`config.mk`:
```
export PLATFORM = sky130hd
export DESIGN_NAME = master_tx_ltssm_flat
export DESIGN_NICKNAME = d
export VERILOG_FILES = /design/src/rtl/ltssm_pkg.sv /design/src/rtl/master_tx_ltssm_if.sv /design/src/rtl/lane_mask_decode.sv /design/src/rtl/master_tx_ltssm.sv /design/src/flat_wrapper.sv
export SDC_FILE = /design/constraint.sdc
export NUM_CORES = 1
export LEC_CHECK = 0
export ABC_AREA = 1
export ABC_CLOCK_PERIOD_IN_PS = 3600
export CORE_ASPECT_RATIO = 1.1
export CORE_MARGIN = 3
export CORE_UTILIZATION = 55
export CTS_BUF_LIST = sky130_fd_sc_hd__clkbuf_8
export CTS_CLUSTER_SIZE = 25
export DETAILED_ROUTE_END_ITERATION = 7
export GPL_ROUTABILITY_DRIVEN = 0
export GPL_TIMING_DRIVEN = 0
export PLACE_DENSITY = 0.82
export SLEW_MARGIN = 20
export SYNTH_ARGS = -nofsm -noshare
export SYNTH_HDL_FRONTEND = slang
export SYNTH_HIERARCHICAL = 1
export SYNTH_SLANG_ARGS = --single-unit
export TNS_END_PERCENT = 100
```
`constraint.sdc`:
```
create_clock -name clk -period 3.6 [get_ports clk]
set_input_delay 1.08 -clock clk [delete_from_list [all_inputs] [get_ports clk]]
set_output_delay 1.08 -clock clk [all_outputs]
set_load 0.02 [all_outputs]
```
`src/rtl/ltssm_pkg.sv`:
```
// Shared LTSSM encodings (substates, timer codes, ordered-set types) used by the
// transmit and receive LTSSM blocks, plus the per-substate load table.
package ltssm_pkg;

    localparam int SUBSTATE_W = 4;
    localparam int LANES_W    = 5;
    localparam int LANE_CNT   = 16;
    localparam int COUNT_W    = 11;

    localparam logic [SUBSTATE_W-1:0] LAST_STATE_RESET = 4'hF;

    typedef enum logic [SUBSTATE_W-1:0] {
        SUB_DETECT_QUIET             = 4'd0,
        SUB_DETECT_ACTIVE            = 4'd1,
        SUB_POLLING_ACTIVE           = 4'd2,
        SUB_POLLING_CONFIGURATION    = 4'd3,
        SUB_CONFIG_LINKWIDTH_START   = 4'd4,
        SUB_CONFIG_LINKWIDTH_ACCEPT  = 4'd5,
        SUB_CONFIG_LANENUM_WAIT      = 4'd6,
        SUB_CONFIG_LANENUM_ACCEPT    = 4'd7,
        SUB_CONFIG_COMPLETE          = 4'd8,
        SUB_CONFIG_IDLE              = 4'd9,
        SUB_L0                       = 4'd10
    } substate_t;

    typedef enum logic [2:0] {
        T0MS  = 3'b000,
        T12MS = 3'b001,
        T24MS = 3'b010,
        T48MS = 3'b011,
        T2MS  = 3'b100,
        T8MS  = 3'b101
    } timer_code_t;

    typedef enum logic [1:0] {
        OS_NONE = 2'b00,
        OS_TS1  = 2'b01,
        OS_TS2  = 2'b10,
        OS_IDLE = 2'b11
    } os_type_t;

    typedef enum logic [1:0] {
        ST_START   = 2'd0,
        ST_SENDING = 2'd1,
        ST_SUCCESS = 2'd2,
        ST_FAILED  = 2'd3
    } tx_state_t;

    typedef struct packed {
        logic                valid;
        os_type_t            os_type;
        logic [COUNT_W-1:0]  target;
        timer_code_t         time_to_wait;
    } substate_load_t;

    // Substates outside detect..configurationIdle (L0 and unused codes) never start a sequence.
    function automatic substate_load_t substate_load(input logic [SUBSTATE_W-1:0] sub);
        substate_load_t load;
        load = '{valid: 1'b0, os_type: OS_NONE, target: '0, time_to_wait: T0MS};
        case (sub)
            SUB_DETECT_QUIET:            load = '{1'b1, OS_NONE, 11'd0,    T12MS};
            SUB_DETECT_ACTIVE:           load = '{1'b1, OS_NONE, 11'd0,    T0MS};
            SUB_POLLING_ACTIVE:          load = '{1'b1, OS_TS1,  11'd1024, T24MS};
            SUB_POLLING_CONFIGURATION:   load = '{1'b1, OS_TS2,  11'd16,   T48MS};
            SUB_CONFIG_LINKWIDTH_START:  load = '{1'b1, OS_TS1,  11'd16,   T24MS};
            SUB_CONFIG_LINKWIDTH_ACCEPT: load = '{1'b1, OS_TS1,  11'd16,   T24MS};
            SUB_CONFIG_LANENUM_WAIT:     load = '{1'b1, OS_TS1,  11'd16,   T2MS};
            SUB_CONFIG_LANENUM_ACCEPT:   load = '{1'b1, OS_TS2,  11'd16,   T24MS};
            SUB_CONFIG_COMPLETE:         load = '{1'b1, OS_TS2,  11'd16,   T24MS};
            SUB_CONFIG_IDLE:             load = '{1'b1, OS_IDLE, 11'd16,   T2MS};
            default:                     load = '{1'b0, OS_NONE, 11'd0,    T0MS};
        endcase
        return load;
    endfunction

endpackage

```
`src/rtl/master_tx_ltssm_if.sv`:
```
// Handshake bundle between the main LTSSM / ordered-set generator / timer and
// the transmit LTSSM; master is the transmit LTSSM side.
interface master_tx_ltssm_if;
    import ltssm_pkg::*;

    logic [SUBSTATE_W-1:0] substate;
    logic [LANES_W-1:0]    numberOfDetectedLanes;
    logic                  osSent;
    logic                  timeOut;

    logic                  finish;
    logic [SUBSTATE_W-1:0] exitTo;
    logic [1:0]            osType;
    logic                  enableOsGen;
    logic [LANE_CNT-1:0]   laneEnable;
    logic                  disableScrambler;
    logic [2:0]            timeToWait;
    logic                  enableTimer;
    logic                  startTimer;
    logic                  resetTimer;

    modport master (
        input  substate, numberOfDetectedLanes, osSent, timeOut,
        output finish, exitTo, osType, enableOsGen, laneEnable, disableScrambler,
               timeToWait, enableTimer, startTimer, resetTimer
    );

    modport slave (
        output substate, numberOfDetectedLanes, osSent, timeOut,
        input  finish, exitTo, osType, enableOsGen, laneEnable, disableScrambler,
               timeToWait, enableTimer, startTimer, resetTimer
    );

endinterface

```
`src/rtl/lane_mask_decode.sv`:
```
// Converts the detected lane count into a contiguous per-lane transmit mask;
// unsupported widths or no ordered set to send give an all-off mask.
module lane_mask_decode
    import ltssm_pkg::*;
(
    input  logic [LANES_W-1:0]  lanes,
    input  os_type_t            os_type,
    output logic [LANE_CNT-1:0] mask
);

    always_comb begin
        mask = '0;
        if (os_type != OS_NONE) begin
            case (lanes)
                5'd1:    mask = 16'h0001;
                5'd2:    mask = 16'h0003;
                5'd4:    mask = 16'h000F;
                5'd8:    mask = 16'h00FF;
                5'd16:   mask = 16'hFFFF;
                default: mask = 16'h0000;
            endcase
        end
    end

endmodule

```
`src/rtl/master_tx_ltssm.sv`:
```
// Transmit-side LTSSM: for each new substate request it drives the ordered-set
// generator and timer, counts completed ordered sets and reports success/failure.
module master_tx_ltssm
    import ltssm_pkg::*;
(
    input  logic                clk,
    input  logic                reset,
    master_tx_ltssm_if.master   bus
);

    tx_state_t             state;
    tx_state_t             state_next;
    substate_load_t        load;
    logic                  accept;
    os_type_t              os_type_q;
    os_type_t              os_type_d;
    timer_code_t           time_q;
    logic [COUNT_W-1:0]    target_q;
    logic [COUNT_W-1:0]    count_q;
    logic [COUNT_W:0]      count_inc;
    logic [SUBSTATE_W-1:0] req_sub_q;
    logic [SUBSTATE_W-1:0] last_state;
    logic                  disable_scr_q;
    logic [LANE_CNT-1:0]   lane_mask;
    logic [LANE_CNT-1:0]   lane_enable_q;

    // Mask follows the ordered-set type being registered this cycle so both change together.
    lane_mask_decode u_lane_mask_decode (
        .lanes   (bus.numberOfDetectedLanes),
        .os_type (os_type_d),
        .mask    (lane_mask)
    );

    // Acceptance is held off while reset is asserted so no timer pulse escapes during reset.
    always_comb begin
        load       = substate_load(bus.substate);
        count_inc  = {1'b0, count_q} + 12'd1;
        state_next = state;
        accept     = 1'b0;
        os_type_d  = os_type_q;
        case (state)
            ST_START: begin
                if (reset && (bus.substate != last_state) && load.valid) begin
                    accept     = 1'b1;
                    os_type_d  = load.os_type;
                    state_next = ST_SENDING;
                end
            end
            ST_SENDING: begin
                if (target_q == '0) begin
                    if (bus.timeOut) begin
                        state_next = ST_SUCCESS;
                    end
                end else if (bus.osSent && (count_inc == {1'b0, target_q})) begin
                    state_next = ST_SUCCESS;
                end else if (bus.timeOut) begin
                    state_next = ST_FAILED;
                end
            end
            ST_SUCCESS, ST_FAILED: begin
                os_type_d  = OS_NONE;
                state_next = ST_START;
            end
            default: begin
                state_next = ST_START;
            end
        endcase
    end

    always_ff @(posedge clk or negedge reset) begin
        if (!reset) begin
            state         <= ST_START;
            os_type_q     <= OS_NONE;
            time_q        <= T0MS;
            target_q      <= '0;
            count_q       <= '0;
            req_sub_q     <= '0;
            last_state    <= LAST_STATE_RESET;
            disable_scr_q <= 1'b1;
            lane_enable_q <= '0;
        end else begin
            state         <= state_next;
            os_type_q     <= os_type_d;
            lane_enable_q <= lane_mask;
            if (accept) begin
                time_q    <= load.time_to_wait;
                target_q  <= load.target;
                req_sub_q <= bus.substate;
                count_q   <= '0;
                if (bus.substate == SUB_DETECT_QUIET) begin
                    disable_scr_q <= 1'b1;
                end
            end
            if ((state == ST_START) && (bus.substate == SUB_L0)) begin
                disable_scr_q <= 1'b0;
            end
            if ((state == ST_SENDING) && bus.osSent && (count_q != '1)) begin
                count_q <= count_q + 11'd1;
            end
            if ((state == ST_SUCCESS) || (state == ST_FAILED)) begin
                last_state <= req_sub_q;
                count_q    <= '0;
            end
        end
    end

    assign bus.finish           = (state == ST_SUCCESS) || (state == ST_FAILED);
    assign bus.exitTo           = (state == ST_SUCCESS) ? (req_sub_q + 4'd1) : 4'd0;
    assign bus.osType           = os_type_q;
    assign bus.enableOsGen      = (state == ST_SENDING);
    assign bus.laneEnable       = lane_enable_q;
    assign bus.disableScrambler = disable_scr_q;
    assign bus.timeToWait       = time_q;
    assign bus.startTimer       = accept;
    assign bus.enableTimer      = accept || (state == ST_SENDING);
    assign bus.resetTimer       = (state == ST_SENDING);

endmodule

```
`src/flat_wrapper.sv`:
```
// flat-port wrapper written by rule: the top's interface ports become plain ports
module master_tx_ltssm_flat import ltssm_pkg::*;
  (clk, reset, bus_substate, bus_numberOfDetectedLanes, bus_osSent, bus_timeOut, bus_finish, bus_exitTo, bus_osType, bus_enableOsGen, bus_laneEnable, bus_disableScrambler, bus_timeToWait, bus_enableTimer, bus_startTimer, bus_resetTimer);
  master_tx_ltssm_if bus_i ();
  input  logic clk;
  input  logic reset;
  input wire logic [$bits(bus_i.substate)-1:0] bus_substate;
  input wire logic [$bits(bus_i.numberOfDetectedLanes)-1:0] bus_numberOfDetectedLanes;
  input wire logic [$bits(bus_i.osSent)-1:0] bus_osSent;
  input wire logic [$bits(bus_i.timeOut)-1:0] bus_timeOut;
  output wire logic [$bits(bus_i.finish)-1:0] bus_finish;
  output wire logic [$bits(bus_i.exitTo)-1:0] bus_exitTo;
  output wire logic [$bits(bus_i.osType)-1:0] bus_osType;
  output wire logic [$bits(bus_i.enableOsGen)-1:0] bus_enableOsGen;
  output wire logic [$bits(bus_i.laneEnable)-1:0] bus_laneEnable;
  output wire logic [$bits(bus_i.disableScrambler)-1:0] bus_disableScrambler;
  output wire logic [$bits(bus_i.timeToWait)-1:0] bus_timeToWait;
  output wire logic [$bits(bus_i.enableTimer)-1:0] bus_enableTimer;
  output wire logic [$bits(bus_i.startTimer)-1:0] bus_startTimer;
  output wire logic [$bits(bus_i.resetTimer)-1:0] bus_resetTimer;
  assign bus_i.substate = bus_substate;
  assign bus_i.numberOfDetectedLanes = bus_numberOfDetectedLanes;
  assign bus_i.osSent = bus_osSent;
  assign bus_i.timeOut = bus_timeOut;
  assign bus_finish = bus_i.finish;
  assign bus_exitTo = bus_i.exitTo;
  assign bus_osType = bus_i.osType;
  assign bus_enableOsGen = bus_i.enableOsGen;
  assign bus_laneEnable = bus_i.laneEnable;
  assign bus_disableScrambler = bus_i.disableScrambler;
  assign bus_timeToWait = bus_i.timeToWait;
  assign bus_enableTimer = bus_i.enableTimer;
  assign bus_startTimer = bus_i.startTimer;
  assign bus_resetTimer = bus_i.resetTimer;
  master_tx_ltssm u_core (.clk(clk), .reset(reset), .bus(bus_i));
endmodule
```
==> results.py, run 1 <==
metrics = {
    "die": {
        "dieArea_mm2": 0.00552,
        "coreArea_mm2": 0.00441,
        "die_h_um": 77.7,
        "io_pins": 44,
        "rows": 25,
        "die_w_um": 71.1,
        "initial_core_util": 0.582,
    },
    "sta": {
        "hold_violations": 0,
        "drv_slew": 0,
        "finalCriticalPeriod_ns": 3.49,
        "setup_slack_ns": 0.113,
        "finClkSkew_ns": 0.00615,
        "rsz0062_at_grt": "no",
        "whs_ns": 0.496,
        "setup_viol": 0,
        "tightestPinTransition_ns": 0.382,
        "slew_headroom": 0.744,
        "setup_tns_ns": 0,
        "fin_crit_sh": 0.969,
        "fmax_mhz": 287,
    },
    "cells_and_area": {
        "final_common_cell": "nand2_1",
        "final_cell_mix": "64 x nand2_1, 40 x dfrtp_1, 36 x clkdlybuf4s50_1",
        "final_cells": 406,
        "antenna_cells": 0,
        "final_cell_area_mm2": 0.00320,
        "drive_above_1_share": 0.244,
        "areaGrowthSynthToFinish_pct": 24.8,
        "nets": 372,
    },
    "job": {
        "drv_cap": 0,
    },
    "placement": {
        "placed_area_mm2": 0.00307,
        "dp_slack_ns": -0.668,
        "hpwl_um": 3840,
        "io_buffer_count": 42,
        "dp_cells": 396,
    },
    "clocking": {
        "cts-root-buf": "clkbuf_8",
        "cts_tree": "yes",
        "path_clk_slew_ns": 0.08,
        "clk_path_buf_depth": 2,
        "numCtsBuffers": 5,
        "clock_sinks": 45,
        "htree_levels": 2,
        "worstSkewPairLatency_ns": 0.29,
        "cts_hold_buf": 0,
    },
    "logic_synthesis": {
        "syn_inst": 299,
        "synthXorXnorAreaFrac": 0.0205,
        "synth_top_family_by_area": "simple AND/OR/NAND/NOR gates",
        "yosys.area_share.adder": 0.0341,
        "synth_area_mm2": 0.00257,
        "synth.area.mux_share": 0.0132,
        "yosys.area_share.simple": 0.295,
        "yosysSeqAreaShare": 0.441,
        "synth_area_per_cell_um2": 8.59,
        "ys_types": 36,
        "yosysWarnings": 6,
        "synth_compound_area_frac": 0.0858,
        "ys_seq_elements": 45,
        "syn-num-nets": 319,
    },
    "pwr": {
        "powerDensity_mw_per_mm2": 562,
        "leakagePower_nw": 1.49,
        "internal-power_mw": 1.12,
        "clockPowerShare": 0.174,
        "vdd_drop_max_mv": 0.375,
        "swShare": 0.381,
        "power_switching_uw": 686,
        "pwr-share-comb": 0.433,
        "seqPwrFrac": 0.392,
    },
    "global_route": {
        "grt_antenna_before_repair": 0,
        "grt_usage": 0.195,
        "first_global_vias": 2098,
        "grt_pass1_wl_um": 8690,
        "overflow": 0,
        "grt_max_degree": 33,
    },
    "critical_path": {
        "rrSetupSlack_ns": 1.44,
        "cp.depth": 8,
        "critPathBufInv": 4,
        "crit_type": "input port to primary output",
        "cp_max_fo": 10,
        "cp_data_arrival_time_ns": 2.41,
        "cp_cell_sequence": "dlygate4sd2_1 -> inv_2 -> nand2_1 -> a21boi_1 -> nand3_2 -> buf_4 -> nand2_1 -> clkdlybuf4s15_2",
        "crit_slowest_cell": "dlygate4sd2_1",
        "reg2reg_depth": 13,
        "cp.required_ns": 2.52,
        "start_kind": "input port",
        "cp_common_cell": "nand2_1",
        "worstSetupEndpointType": "primary output",
        "crit_family": "buffers and inverters",
        "slowest_delay_ns": 0.31,
    },
    "drt": {
        "drc_errors": 0,
        "via_per_inst": 5.05,
        "routedWlPerCell_um": 12.7,
        "dr_total_vias": 2052,
        "wl_um": 5140,
        "drt-initial-drc-count": 72,
        "drtAntennaViolNets": 0,
        "dr.pass1.iters": 4,
    },
    "min_path": {
        "hold_depth": 2,
        "min-delay-path-class": "flip-flop to flip-flop",
    },
    "outcome": {
        "status": "finished clean",
    },
}
metrics by stage:
stage / util / power (mW)
final: 0.727 / 1.80
after global routing: 0.727 / 1.92
after CTS: 0.721 / 1.81
after detailed placement: 0.696 / 1.48
after global placement: 0.693 / 1.47
after floorplan: - / 1.22
what timing repair did:
item,in CTS,in global routing
resized for setup,12,0
buffers inserted,2,0
setup endpoints to repair,2,1
pin swaps,1,0
cloned,0,1
synthesized netlist by cell type, drive strengths merged:
cell type,instances,area [um2]
o22ai,6,68.8
nand3,22,155
clkbuf,1,3.75
nand2,74,308
o211ai,2,15.0
o21ai,16,103
dfstp,5,131
xor2,1,8.76
a31oi,2,12.5
mux2,3,33.8
a21boi,1,7.51
or2,1,6.26
nand4,6,37.5
nand3b,1,7.51
nor2,46,244
inv,40,155
buf,17,120
a21oi,2,13.8
ha,7,87.6
clkinv,1,3.75
xnor2,5,43.8
dfrtp,40,1000
sequential cells by signal (all words and copies together) (netlist names):
register,cells
u_core/count_q,11
u_core/bus.osType,2
u_core/target_q,2
u_core/last_state,4
u_core/bus.laneEnable,16
u_core/req_sub_q,4
u_core/state,2
u_core/bus.timeToWait,3
u_core/bus.disableScrambler,1
area by class of cell:
type	instances	area (um2)
Timing Repair Buffer	46	477
Clock inverter	1	7.51
Inverter	41	159
Fill cell	329	1210
Clock buffer	6	82.6
Buffer	18	126
Tap cell	54	67.6
Multi-Input combinational cell	195	1150
Sequential cell	45	1130
power groups by stage:
stage / clock network (mW) / registers (mW) / logic, mW
after floorplan: 0 / 0.744 / 0.473
after global placement: 0 / 0.714 / 0.755
after detailed placement: 0 / 0.714 / 0.770
after CTS: 0.327 / 0.706 / 0.779
after global routing: 0.346 / 0.722 / 0.852
final: 0.314 / 0.707 / 0.781
worst paths after layout:
check | startpoint | endpoint
max | bus_substate[1] | bus_enableTimer
min | u_core/bus.timeToWait[2]$_DFFE_PN0P_ | u_core/bus.timeToWait[2]$_DFFE_PN0P_
max reg2reg | u_core/last_state[0]$_DFFE_PN1N_ | u_core/bus.laneEnable[7]$_DFF_PN0_
min reg2reg | u_core/bus.timeToWait[2]$_DFFE_PN0P_ | u_core/bus.timeToWait[2]$_DFFE_PN0P_
max in group asynchronous | reset | u_core/bus.disableScrambler$_DFFE_PN1P_
min in group asynchronous | reset | u_core/count_q[9]$_DFFE_PN0P_
per-layer routing:
layer	track usage	part of all wire
met5	0	0
met4	0.0771	0.017
met3	0.0583	0.048
met2	0.338	0.52
met1	0.223	0.42
tightest hold or removal path, cell delays in order (launching register included):
cell and delay [ns]:
dfrtp_1 0.35, nand2_1 0.05, nand2_1 0.06
cells by family after synthesis:
family,count (synthesis)
AND/OR/NAND/NOR,150
buffers and inverters,59
flip-flops,45
AO/OA/AOI/OAI,29
adder cells (fa/ha/maj),7
XOR/XNOR,6
multiplexers,3
(Power assumes the default switching activity.)
==> run 2, diff against run 1 <==
- CELL_PAD_IN_SITES_DETAIL_PLACEMENT: unset -> 1
- CELL_PAD_IN_SITES_GLOBAL_PLACEMENT: unset -> 1
- CORE_UTILIZATION: 55 -> 44
- PLACE_DENSITY: 0.82 -> unset
- PLACE_DENSITY_LB_ADDON: unset -> 0.1
==> run 2 against run 1 <==
  * Setup slack better by 0.051 ns
  * Combinational power grew 1%
  * First-iteration DRC count fell by 54%
  * Core utilization decreased by 14 points
  * Cell count up 5.2%
  * Design area is 0.78% higher
  * Flip-flop and latch count unchanged
  * Register-to-register slack worse by 0.12 ns
  * Fmax up 1.5%
  * Clock power grew 25%
  * Die area rose by 23%
  * Power up 5.0%
  * Largest cell class unchanged
  * Highest routed layer unchanged
==> results.py, run 2 (synthesis results as in run 1) <==
metrics = {
    "global_route": {
        "first_global_vias": 2350,
        "grt_use_met3": 0.0410,
        "grt_pass1_wl_um": 10800,
        "top_usage_layer": "met2",
        "use_met2": 0.386,
        "overflow": 0,
        "grt_usage": 0.202,
        "grt_max_degree": 25,
        "grt_antenna_before_repair": 0,
        "use_met1": 0.228,
    },
    "sta": {
        "finalCriticalPeriod_ns": 3.44,
        "fin_crit_sh": 0.954,
        "drv_slew": 0,
        "fmax_mhz": 291,
        "tightestPinTransition_ns": 0.332,
        "slew_headroom": 0.776,
        "rsz0062_at_grt": "no",
        "hold_violations": 0,
        "setup_viol": 0,
        "whs_ns": 0.486,
        "finClkSkew_ns": 0.00246,
    },
    "cells_and_area": {
        "drive_above_1_share": 0.247,
        "antenna_cells": 0,
        "areaGrowthSynthToFinish_pct": 25.8,
        "num-fill-cells": 699,
        "final_cell_area_mm2": 0.00323,
        "final_cells": 427,
        "nets": 371,
        "final_cell_mix": "64 x nand2_1, 40 x dfrtp_1, 36 x clkdlybuf4s50_1",
        "final_common_cell": "nand2_1",
        "largest_register_ff_count": 16,
    },
    "job": {
        "drv_cap": 0,
    },
    "critical_path": {
        "cp_common_cell": "nand2_1",
        "cp.required_ns": 2.52,
        "r2r-start": "u_core/last_state[0]$_DFFE_PN1N_",
        "critPathBufInv": 4,
        "reg2reg_depth": 13,
        "crit_family": "buffers and inverters",
        "cp_data_arrival_time_ns": 2.36,
        "rrSetupSlack_ns": 1.32,
        "start_kind": "input port",
        "crit_slowest_cell": "dlygate4sd2_1",
        "r2r-end": "u_core/bus.laneEnable[7]$_DFF_PN0_",
        "cp_cell_sequence": "dlygate4sd2_1 -> inv_2 -> nand2_1 -> a21boi_2 -> nand3_2 -> buf_4 -> nand2_1 -> buf_2",
        "cp_max_fo": 10,
        "slowest_delay_ns": 0.30,
        "worstSetupEndpointType": "primary output",
        "crit_type": "input port to primary output",
    },
    "pwr": {
        "leakagePower_nw": 1.49,
        "vdd_drop_max_mv": 0.373,
        "power.total_mw": 1.89,
        "powerDensity_mw_per_mm2": 586,
    },
    "drt": {
        "drc_errors": 0,
        "routedWlPerCell_um": 14.7,
        "via_per_inst": 4.91,
        "wl_um": 6270,
        "drt-initial-drc-count": 33,
        "dr.pass1.iters": 4,
        "dr_total_vias": 2098,
        "drtAntennaViolNets": 0,
    },
    "die": {
        "dieArea_mm2": 0.00679,
        "coreArea_mm2": 0.00550,
        "initial_core_util": 0.467,
        "die_h_um": 86.1,
        "io_pins": 44,
        "rows": 28,
        "die_w_um": 78.8,
    },
    "clocking": {
        "path_clk_slew_ns": 0.09,
        "numCtsBuffers": 5,
        "cts-root-buf": "clkbuf_8",
        "cts_hold_buf": 0,
        "htree_levels": 2,
        "clk_path_buf_depth": 2,
        "clock_sinks": 45,
        "worstSkewPairLatency_ns": 0.29,
        "cts_tree": "yes",
    },
    "outcome": {
        "status": "finished clean",
    },
    "min_path": {
        "min-delay-path-class": "flip-flop to flip-flop",
        "min_to": "u_core/bus.timeToWait[0]$_DFFE_PN0P_",
        "hold_depth": 2,
        "min_from": "u_core/bus.timeToWait[0]$_DFFE_PN0P_",
    },
    "placement": {
        "dp_cells": 417,
        "io_buffer_count": 42,
        "placed_area_mm2": 0.00310,
        "hpwl_um": 4930,
    },
}
==> run 2: area by class of cell <==
type,instances,area (um2),share of cell area
tap,75,93.8,0.0291
clock buffer,5,68.8,0.0213
inverter,41,159,0.0492
timing repair buffer,45,447,0.138
buffer,18,126,0.0391
sequential,45,1130,0.351
clock inverter,3,46.3,0.0143
multi-input combinational,195,1160,0.358
==> run 2: how the worst max path moves through the flow <==
stage,startpoint,cells past startpoint,slack [ns],end
6_report,bus_substate[1],8,0.16,bus_enableTimer
5_1_grt,bus_substate[1],8,0.08,bus_enableTimer
4_1_cts,bus_substate[1],8,0.06,bus_enableTimer
3_5_place_dp,bus_substate[1],8,-0.71,bus_enableTimer
3_3_place_gp,reset,6,-2.10,bus_enableTimer
2_1_floorplan,bus_substate[3],6,0.55,bus_enableTimer
==> run 2: worst register-to-register path, stage by stage, from the launching register on <==
cell and delay (ns):
dfstp_2 0.55, xnor2_1 0.12, nand4_1 0.13, nand3_2 0.13, inv_2 0.05, or2_1 0.23, o21ai_1 0.18, clkinv_1 0.10
nand2_2 0.10, nand2_2 0.09, nor2_4 0.24, nor2_4 0.10, inv_2 0.09, buf_4 0.10
==> run 2: per-layer routing <==
metal | wire, um | up-vias
met5 | 0 | -
met4 | 112 | 0
met3 | 177 | 12
met2 | 3490 | 31
met1 | 2480 | 1017
li1 | - | 1038
==> run 2: power breakdown <==
part,internal (mW),switching (mW)
clock,0.208,0.183
combinational,0.328,0.463
sequential,0.629,0.0813
total,1.17,0.727
==> run 2: repair_timing <==
action                                  CTS  global route
endpoints found under the setup margin    2             2
gates resized for setup                  12             3
pin swaps                                 1             1
setup buffers                             2             0
hold endpoints to repair                  0             0
==> run 2: stage by stage <==
stage	worst slack (ns)	setup TNS, ns	util
after floorplan	0.549	0	-
after CTS	0.0630	0	0.589
after global placement	-2.10	-36.67	0.560
final	0.165	0	0.587
after global routing	0.0779	0	0.587
after detailed placement	-0.712	-1.40	0.564
==> run 3, diff against run 2 <==
- CAP_MARGIN: unset -> 30
- CTS_CLUSTER_SIZE: 25 -> 28
- SLEW_MARGIN: 20 -> unset
==> run 3 against run 2 <==
  * Worst hold slack unchanged
  * Register-to-register slack about the same
  * Largest power group unchanged
  * Count of clock-buffer cells in the layout unchanged
  * Setup slack unchanged
  * Largest cell class unchanged
  * Via count unchanged
  * Non-clock buffer count unchanged
  * Fmax unchanged
  * Critical endpoint unchanged
  * Flip-flop and latch count unchanged
  * Clock power about the same
  * Core utilization unchanged
==> results.py, run 3 (synthesis results as in run 1) <==
metrics = {
    "outcome": {
        "status": "finished clean",
    },
    "cells_and_area": {
        "final_cells": 427,
        "largest_register_ff_count": 16,
        "antenna_cells": 0,
        "utilization": 0.587,
        "num-fill-cells": 699,
        "final_common_cell": "nand2_1",
        "areaGrowthSynthToFinish_pct": 25.8,
        "drive_above_1_share": 0.247,
        "nets": 371,
        "final_cell_mix": "64 x nand2_1, 40 x dfrtp_1, 36 x clkdlybuf4s50_1",
    },
    "sta": {
        "finClkSkew_ns": 0.00246,
        "tightestPinTransition_ns": 0.332,
        "rsz0062_at_grt": "no",
        "fmax_mhz": 291,
        "slew_headroom": 0.776,
        "drv_slew": 0,
        "setup_slack_ns": 0.165,
        "setup_viol": 0,
        "hold_violations": 0,
        "fin_crit_sh": 0.954,
        "finalCriticalPeriod_ns": 3.44,
    },
    "drt": {
        "via_per_inst": 4.91,
        "drtAntennaViolNets": 0,
        "drc_errors": 0,
        "dr_total_vias": 2098,
        "drt-initial-drc-count": 33,
        "routedWlPerCell_um": 14.7,
        "dr.pass1.iters": 4,
        "wl_um": 6270,
    },
    "clocking": {
        "clock_sinks": 45,
        "worstSkewPairLatency_ns": 0.29,
        "path_clk_slew_ns": 0.09,
        "cts_tree": "yes",
        "clk_path_buf_depth": 2,
        "cts_hold_buf": 0,
        "numCtsBuffers": 5,
        "htree_levels": 2,
        "cts-root-buf": "clkbuf_8",
    },
    "critical_path": {
        "cp_data_arrival_time_ns": 2.36,
        "cp.required_ns": 2.52,
        "start_kind": "input port",
        "crit_type": "input port to primary output",
        "worstSetupEndpointType": "primary output",
        "cp_max_fo": 10,
    },
    "pwr": {
        "leakagePower_nw": 1.49,
        "powerDensity_mw_per_mm2": 586,
        "vdd_drop_max_mv": 0.373,
    },
    "global_route": {
        "grt_pass1_wl_um": 10800,
        "grt_usage": 0.202,
        "grt_max_degree": 25,
        "first_global_vias": 2350,
        "grt_antenna_before_repair": 0,
        "overflow": 0,
    },
    "die": {
        "rows": 28,
        "io_pins": 44,
        "die_w_um": 78.8,
        "initial_core_util": 0.467,
        "die_h_um": 86.1,
        "dieArea_mm2": 0.00679,
        "coreArea_mm2": 0.00550,
    },
    "placement": {
        "dp_slack_ns": -0.712,
        "hpwl_um": 4930,
        "dp_cells": 417,
        "io_buffer_count": 42,
    },
    "job": {
        "drv_cap": 0,
    },
    "min_path": {
        "min-delay-path-class": "flip-flop to flip-flop",
    },
}
==> run 3: cell counts in the layout (fill, tap and decap cells not counted) <==
Identical to the previous run, type by type.
==> run 3: report_power, final <==
part | switching [mW] | total (mW) | internal [mW]
logic | 0.463 | 0.791 | 0.328
clock network | 0.183 | 0.391 | 0.208
registers | 0.0813 | 0.710 | 0.629
total | 0.727 | 1.89 | 1.17
==> run 3: layout make-up <==
cell class | count | area [um2] | area share
Buffer | 18 | 126 | 0.0391
Clock buffer | 5 | 68.8 | 0.0213
Clock inverter | 3 | 46.3 | 0.0143
Inverter | 41 | 159 | 0.0492
Multi-Input combinational cell | 195 | 1160 | 0.358
Sequential cell | 45 | 1130 | 0.351
Tap cell | 75 | 93.8 | 0.0291
Timing Repair Buffer | 45 | 447 | 0.138
==> run 3: stage by stage <==
| step | setup TNS, ns | instance area [um2] | hold WS, ns | power (mW) |
|---|---|---|---|---|
| floorplan | 0 | 2570 | 0.474 | 1.22 |
| global placement | -36.67 | 3080 | 0.467 | 1.48 |
| detailed placement | -1.40 | 3100 | 0.470 | 1.52 |
| CTS | 0 | 3240 | 0.493 | 1.93 |
| global route | 0 | 3230 | 0.539 | 2.04 |
| finish | 0 | 3230 | 0.486 | 1.89 |
==> run 3: per-layer routing <==
metal	share of wire	track usage	up-vias	wire length, um
met1	0.40	0.228	1017	2480
li1	-	-	1038	-
met2	0.56	0.386	31	3490
met3	0.028	0.0410	12	177
met5	0	0	-	0
met4	0.018	0.0500	0	112
==> run 3: worst max-delay path: stages <==
cell	delay, ns
dlygate4sd2_1	0.30
inv_2	0.11
nand2_1	0.11
a21boi_2	0.15
nand3_2	0.13
buf_4	0.21
nand2_1	0.08
buf_2	0.17
==> run 3: final timing paths <==
path                                                      start                                    to  slack (ns)  cells past startpoint
setup / recovery                                bus_substate[1]                       bus_enableTimer        0.16                      8
hold / removal             u_core/bus.timeToWait[0]$_DFFE_PN0P_  u_core/bus.timeToWait[0]$_DFFE_PN0P_        0.49                      2
setup reg to reg               u_core/last_state[0]$_DFFE_PN1N_    u_core/bus.laneEnable[7]$_DFF_PN0_        1.32                     13
hold reg to reg            u_core/bus.timeToWait[0]$_DFFE_PN0P_  u_core/bus.timeToWait[0]$_DFFE_PN0P_        0.49                      2
max in group asynchronous                                 reset         u_core/count_q[1]$_DFFE_PN0P_        2.50                      2
min in group asynchronous                                 reset         u_core/count_q[9]$_DFFE_PN0P_        0.68                      1
==> run 3: what timing repair did <==
action	4_1_cts	5_1_grt
gates resized for setup	12	3
pin swaps	1	1
buffers inserted	2	0
setup endpoints to repair	2	2
